[config.mk]
export PLATFORM = sky130hd
export DESIGN_NAME = if_id_queue_flat
export DESIGN_NICKNAME = d
export VERILOG_FILES = /design/src/rtl/if_id_queue_if.sv /design/src/rtl/if_id_queue.sv /design/src/flat_wrapper.sv
export SDC_FILE = /design/constraint.sdc
export NUM_CORES = 1
export LEC_CHECK = 0
export ABC_AREA = 0
export CAP_MARGIN = 20
export CORE_AREA = 2 2 193 195
export DETAILED_ROUTE_END_ITERATION = 6
export DIE_AREA = 0 0 195 197
export SYNTH_ARGS = -nofsm -noshare
export SYNTH_HDL_FRONTEND = slang
export SYNTH_SLANG_ARGS = --single-unit
[constraint.sdc]
create_clock -name clk -period 5.7 [get_ports clk]
set_clock_uncertainty 0.15 [all_clocks]
set_input_delay 1.425 -clock clk [delete_from_list [all_inputs] [get_ports clk]]
set_output_delay 1.425 -clock clk [all_outputs]
set_load 0.005 [all_outputs]
[src/rtl/if_id_queue_if.sv]
// Fetch-to-decode instruction queue handshake bundle.
//   master : fetch/decode side (drives in_*, flush, out_ready; observes the rest)
//   slave  : the queue itself
// Signals:
//   in_valid/in_instr/in_pc/in_ready : enqueue handshake from fetch
//   flush                            : redirect, discards all queued words
//   out_valid/out_instr/out_pc       : head entry presented to decode
//   out_misaligned                   : head PC not word aligned
//   out_ready                        : decode consumes the head
//   count                            : occupied entries, 0..DEPTH
interface if_id_queue_if #(
  parameter int unsigned DEPTH = 4
);
  localparam int unsigned CntW = $clog2(DEPTH) + 1;

  logic            in_valid;
  logic [31:0]     in_instr;
  logic [31:0]     in_pc;
  logic            in_ready;
  logic            flush;
  logic            out_valid;
  logic [31:0]     out_instr;
  logic [31:0]     out_pc;
  logic            out_misaligned;
  logic            out_ready;
  logic [CntW-1:0] count;

  modport master (
    output in_valid, in_instr, in_pc, flush, out_ready,
    input  in_ready, out_valid, out_instr, out_pc, out_misaligned, count
  );

  modport slave (
    input  in_valid, in_instr, in_pc, flush, out_ready,
    output in_ready, out_valid, out_instr, out_pc, out_misaligned, count
  );
endinterface

[src/rtl/if_id_queue.sv]
// IF/ID instruction queue: circular buffer of {instr, pc} pairs between fetch
// and decode. No bypass: a word pushed at an edge is visible at the head only
// after that edge. Flush empties the queue and drops the concurrent word.
// Ports:
//   clk    : clock, rising edge
//   rst    : synchronous active-high reset, priority over everything
//   bus_io : if_id_queue_if slave modport (handshakes, head, count)
// DEPTH must be a power of two and at least 2 so pointers wrap naturally.
module if_id_queue #(
  parameter int unsigned DEPTH = 4
) (
  input  logic          clk,
  input  logic          rst,
  if_id_queue_if.slave  bus_io
);
  localparam int unsigned PtrW = $clog2(DEPTH);
  localparam int unsigned CntW = PtrW + 1;
  localparam logic [31:0] Nop  = 32'h0000_0013;

  logic [31:0] instr_mem [DEPTH];
  logic [31:0] pc_mem    [DEPTH];

  logic [PtrW-1:0] wr_ptr_q, wr_ptr_d;
  logic [PtrW-1:0] rd_ptr_q, rd_ptr_d;
  logic [CntW-1:0] count_q, count_d;

  logic full, empty, push, pop;

  assign full  = (count_q == CntW'(DEPTH));
  assign empty = (count_q == '0);
  // Push is gated by full from the current count only, so a pop in the same
  // cycle never frees a slot for the concurrent word.
  assign push  = bus_io.in_valid && !full && !bus_io.flush;
  assign pop   = !empty && bus_io.out_ready && !bus_io.flush;

  always_comb begin
    wr_ptr_d = wr_ptr_q;
    rd_ptr_d = rd_ptr_q;
    count_d  = count_q;
    if (bus_io.flush) begin
      wr_ptr_d = '0;
      rd_ptr_d = '0;
      count_d  = '0;
    end else begin
      if (push) wr_ptr_d = wr_ptr_q + 1'b1;
      if (pop)  rd_ptr_d = rd_ptr_q + 1'b1;
      unique case ({push, pop})
        2'b10:   count_d = count_q + 1'b1;
        2'b01:   count_d = count_q - 1'b1;
        default: count_d = count_q;
      endcase
    end
  end

  always_ff @(posedge clk) begin
    if (rst) begin
      wr_ptr_q <= '0;
      rd_ptr_q <= '0;
      count_q  <= '0;
    end else begin
      wr_ptr_q <= wr_ptr_d;
      rd_ptr_q <= rd_ptr_d;
      count_q  <= count_d;
    end
  end

  // Storage is not reset; the outputs are masked by empty instead.
  always_ff @(posedge clk) begin
    if (!rst && push) begin
      instr_mem[wr_ptr_q] <= bus_io.in_instr;
      pc_mem[wr_ptr_q]    <= bus_io.in_pc;
    end
  end

  always_comb begin
    bus_io.in_ready       = !full;
    bus_io.out_valid      = !empty;
    bus_io.count          = count_q;
    bus_io.out_instr      = Nop;
    bus_io.out_pc         = '0;
    bus_io.out_misaligned = 1'b0;
    if (!empty) begin
      bus_io.out_instr      = instr_mem[rd_ptr_q];
      bus_io.out_pc         = pc_mem[rd_ptr_q];
      bus_io.out_misaligned = (pc_mem[rd_ptr_q][1:0] != 2'b00);
    end
  end
endmodule

[src/flat_wrapper.sv]
// flat-port wrapper written by rule: the top's interface ports become plain ports
module if_id_queue_flat 
#(
  parameter int unsigned DEPTH = 4
)
  (clk, rst, bus_io_in_valid, bus_io_in_instr, bus_io_in_pc, bus_io_flush, bus_io_out_ready, bus_io_in_ready, bus_io_out_valid, bus_io_out_instr, bus_io_out_pc, bus_io_out_misaligned, bus_io_count);
  if_id_queue_if #(.DEPTH(DEPTH)) bus_io_i ();
  input  logic clk;
  input  logic rst;
  input wire logic [$bits(bus_io_i.in_valid)-1:0] bus_io_in_valid;
  input wire logic [$bits(bus_io_i.in_instr)-1:0] bus_io_in_instr;
  input wire logic [$bits(bus_io_i.in_pc)-1:0] bus_io_in_pc;
  input wire logic [$bits(bus_io_i.flush)-1:0] bus_io_flush;
  input wire logic [$bits(bus_io_i.out_ready)-1:0] bus_io_out_ready;
  output wire logic [$bits(bus_io_i.in_ready)-1:0] bus_io_in_ready;
  output wire logic [$bits(bus_io_i.out_valid)-1:0] bus_io_out_valid;
  output wire logic [$bits(bus_io_i.out_instr)-1:0] bus_io_out_instr;
  output wire logic [$bits(bus_io_i.out_pc)-1:0] bus_io_out_pc;
  output wire logic [$bits(bus_io_i.out_misaligned)-1:0] bus_io_out_misaligned;
  output wire logic [$bits(bus_io_i.count)-1:0] bus_io_count;
  assign bus_io_i.in_valid = bus_io_in_valid;
  assign bus_io_i.in_instr = bus_io_in_instr;
  assign bus_io_i.in_pc = bus_io_in_pc;
  assign bus_io_i.flush = bus_io_flush;
  assign bus_io_i.out_ready = bus_io_out_ready;
  assign bus_io_in_ready = bus_io_i.in_ready;
  assign bus_io_out_valid = bus_io_i.out_valid;
  assign bus_io_out_instr = bus_io_i.out_instr;
  assign bus_io_out_pc = bus_io_i.out_pc;
  assign bus_io_out_misaligned = bus_io_i.out_misaligned;
  assign bus_io_count = bus_io_i.count;
  if_id_queue #(.DEPTH(DEPTH)) u_core (.clk(clk), .rst(rst), .bus_io(bus_io_i));
endmodule
# Yosys cells after proc, flatten, opt, wreduce, memory -nomap -nowiden
# Memories as Yosys holds them, arrays and structs flattened. A register that Yosys moved wholly into a read port is not among the register bits.
# Cells that the tools add are included.
# totals
reg_bits	7
latchBits	0
ramBits	256
mem_bits_ro	0
input_bits	69
mem_count	2
# memory_table
memory	depth	word_bits	read_ports	rd_ports_with_merged_regs	wr	line	rtl
u_core.instr_mem	4	32	1	1	1	if_id_queue.sv:20	logic [31:0] instr_mem [DEPTH];
u_core.pc_mem	4	32	1	1	1	if_id_queue.sv:21	logic [31:0] pc_mem [DEPTH];
# op_classes
n_addsub	4
n_mul	0
n_div	0
magnitude_cmp	0
n_eq_ne	3
n_shift	0
mux	10
bitwise_logic	0
n_reduce_logical	13
# ops
cell	n
2-to-1 mux 32 bit	2
2-to-1 mux 2 bit	4
one-hot mux 3 bit (2 select lines)	1
logical AND 1 bit	5
adder 2 x 1 -> 2 bit (second input constant)	2
logical NOT 1 bit	4
nonzero test 2 bit	2
adder 3 x 1 -> 3 bit (second input constant)	1
equality test 3 bit (second input constant)	1
logical NOT 3 bit	1
2-to-1 mux 1 bit	3
subtractor 3 x 1 -> 3 bit (second input constant)	1
equality test 2 x 1 -> 1 bit (second input constant)	1
equality test 2 bit (second input constant)	1
OR reduction 2 bit	1

# Logic depth before layout (Yosys ltp)
# depth
ltp_word	7
mapped_depth	9
mapped_depth_nobuf	9

# Worst setup path before layout
# OpenSTA, ideal clock, no wires.
# synth_timing
path_type	input -> register
from	in bus_io_flush
to	mem u_core.instr_mem[0][0], enable pin
setup_ps	429
arrival_time_ps	3339
t_required_ps	5121
path_slack_ps	1782
stages	3
path_buffers	0
path_cell_list	nand2b_1 nor3_1 and2_1
# synth_via
elab_chain_cells	5
# synth_rtl
element	line	rtl
from (decl)	flat_wrapper.sv:13	input wire logic [$bits(bus_io_i.flush)-1:0] bus_io_flush;
logical NOT 1 bit	if_id_queue.sv:33	assign push = bus_io.in_valid && !full && !bus_io.flush;
logical AND 1 bit	if_id_queue.sv:33	
logical AND 1 bit	if_id_queue.sv:69	if (!rst && push) begin
2-to-1 mux 1 bit	if_id_queue.sv:69	
2-to-1 mux 1 bit (implied by the code)	if_id_queue.sv:70	instr_mem[wr_ptr_q] <= bus_io.in_instr;
to (decl)	if_id_queue.sv:20	
# Every way passes these cells.

==> out/qor.csv <==
metric,value,unit
grt_use_met2,17.9,%
cts_tree,built,
dr.pass1.iters,4,
synth_edf_count,256,
p_leak,4.21,nW
setup_viol,0,
clk_latency,530,ps
synthFlopType,edfxtp_1,
cts_resized,0,
layout_common_cells,"256 x edfxtp_1, 138 x clkdlybuf4s50_1, 61 x and2_1",
fill_cells,3368,
area_delta_synth_final,27.3,%
track_usage,10.8,%
cts_made_buffers,28,
p_total,4.06,mW
ys_warn_count,0,
drt_iter0_drc,277,
setup.worst_path.end_class,primary output,
ys_seq_area_share,75.8,%
fin_hold_ws,368,ps
path_max_fanout,37,
clock.fmax,0.219,GHz
dpl_cell_area,12300,µm²
layout_commonest_cell,edfxtp_1,
multi_input_area,2350,µm²
reg2reg_slack,3060,ps
period_minus_slack,4570,ps
r2r_start,u_core.bus_io.count[0],
worstSetupStartpointType,flop,
finalMaxSlewViolations,0,
finalWorstSetupSlack,1130,ps
dp.cells,1059,
start_util,28.6,%
wirelength,20.9,mm
synth_seq_cells,265,
use_met1,14.4,%
cap_violations,0,
grt_pass1_vias,5278,
status,"finished, final reports clean",
yosysUniqueCellTypes,27,
finalSetupTns,0,ps
syn_area,10400,µm²
dieArea,38400,µm²
rows,70,
required,4120,ps
final_hold_viol_count,0,
cts_root_buf,clkbuf_16,
power.density,308,nW/µm²
grt_use_met3,2.38,%
core_region_area,36300,µm²
rsz0062_at_grt,false,
rr_worst_depth,4,
vdd_drop_max,0.190,mV
min-delay-start,u_core.wr_ptr_q[0],
final_antenna_net_count,0,
syn_area_per_cell,22.4,µm²
die_w,195,µm
grt_max_degree,58,
grt_pass1_wl,31.5,mm
min_path_type,flop to flop,
final_nets,696,
holdPathEnd,u_core.wr_ptr_q[0],
cpPeakStageDelay,800,ps
final_area,13200,µm²
drive_gt1_share,10.6,%
worst_pin_slew,947,ps
htreeDepth,1,
routedWlPerCell,18.8,µm
grt.busiest_layer,met2,
critPathKind,flop to primary output,
n_antenna_cell,0,
utilization,36.4,%
instances_no_fill,1111,
vias_per_cell,4.42,
syn_nets,538,
place_ws,1600,ps
fin_crit_sh,80.2,%
dieHeight,197,µm
cts_sinks,265,
netlist_instances,463,
slowest_stage,dfxtp_4,
top_level_ports,139,
seqCellArea,7880,µm²
post_cts_buffers,0,
slew_headroom,36.9,%
drc,0,
place_hpwl,12.3,mm
worstPathCellList,buf_4 -> mux4_1 -> and2_1 -> clkdlybuf4s50_1,
whs_path_depth,2,
routabilityCongestion,0.690,
cts_buffer_depth,3,
portBuffers,138,
gr-total-overflow,0,
arrival,3000,ps
clk_pin_slew_worst_paths,60,ps
r2r_end,u_core.pc_mem[2][3],
hold_buffers,0,
vias,4908,
antenna_found_initial,0,
async_reset_ff_share,0,%
## synth_stat cells (all sizes together), types with 3 or more instances
cell | number | share of area (%)
edfxtp | 256 | 74
and2 | 65 | 3.9
mux4 | 64 | 16
buf | 13 | 1.0
dfxtp | 9 | 1.7
nor2 | 9 | 0.33
clkbuf | 8 | 0.29
inv | 7 | 0.25
ha | 5 | 0.60
a21oi | 4 | 0.19
or2 | 4 | 0.24
xor2 | 4 | 0.34
o21ai | 3 | 0.14
## power by group
| group | internal, mW | switching, mW |
|---|---|---|
| clock network | 1.03 | 0.717 |
| registers | 2.15 | 0.00600 |
| logic | 0.0918 | 0.0664 |
## state kept, by name (all words and copies together), names as in the netlist, named ones only
signal               count
u_core.bus_io.count      3
u_core.instr_mem       128
u_core.rd_ptr_q          2
u_core.wr_ptr_q          2
u_core.pc_mem          128
## worst max-delay path: cells and delay by family, from the launching register on
kind,cells,cell delay (ps)
flops,1,800
simple gates,1,170
buf+inv,2,870
mux,1,610
## logic make-up after synthesis
kind of cell | Yosys count | synth area share (%)
flip-flops | 265 | 75.8
AND/OR/NAND/NOR | 87 | 5.02
multiplexers | 64 | 16.0
buffers and inverters | 28 | 1.59
AO/OA/AOI/OAI | 9 | 0.494
adder cells (fa/ha/maj) | 6 | 0.796
XOR/XNOR | 4 | 0.338
## how the worst max path moves through the flow
stage                       from                      to  slack [ps]  cells past startpoint
floorplan           bus_io_flush  u_core.instr_mem[0][0]        1780                      3
global placement            flop    bus_io_out_instr[23]        1590                      4
detailed placement          flop    bus_io_out_instr[23]        1600                      4
CTS                         flop    bus_io_out_instr[23]        1010                      4
global route                flop    bus_io_out_instr[23]         950                      4
finish                      flop    bus_io_out_instr[23]        1130                      4
## layer usage
layer / vias up / share of wire, %
met5: - / 0
met4: 0 / 2.4
met3: 42 / 5.2
met2: 136 / 47
met1: 2493 / 45
li1: 2237 / -
## layout make-up
class	instances	share of cell area [%]
Sequential cell	265	59.6
Multi-Input combinational cell	170	17.8
Timing Repair Buffer	149	11.2
Clock buffer	42	6.17
Tap cell	468	4.43
Clock inverter	10	0.587
Inverter	7	0.199
(Power assumes the default switching activity.)
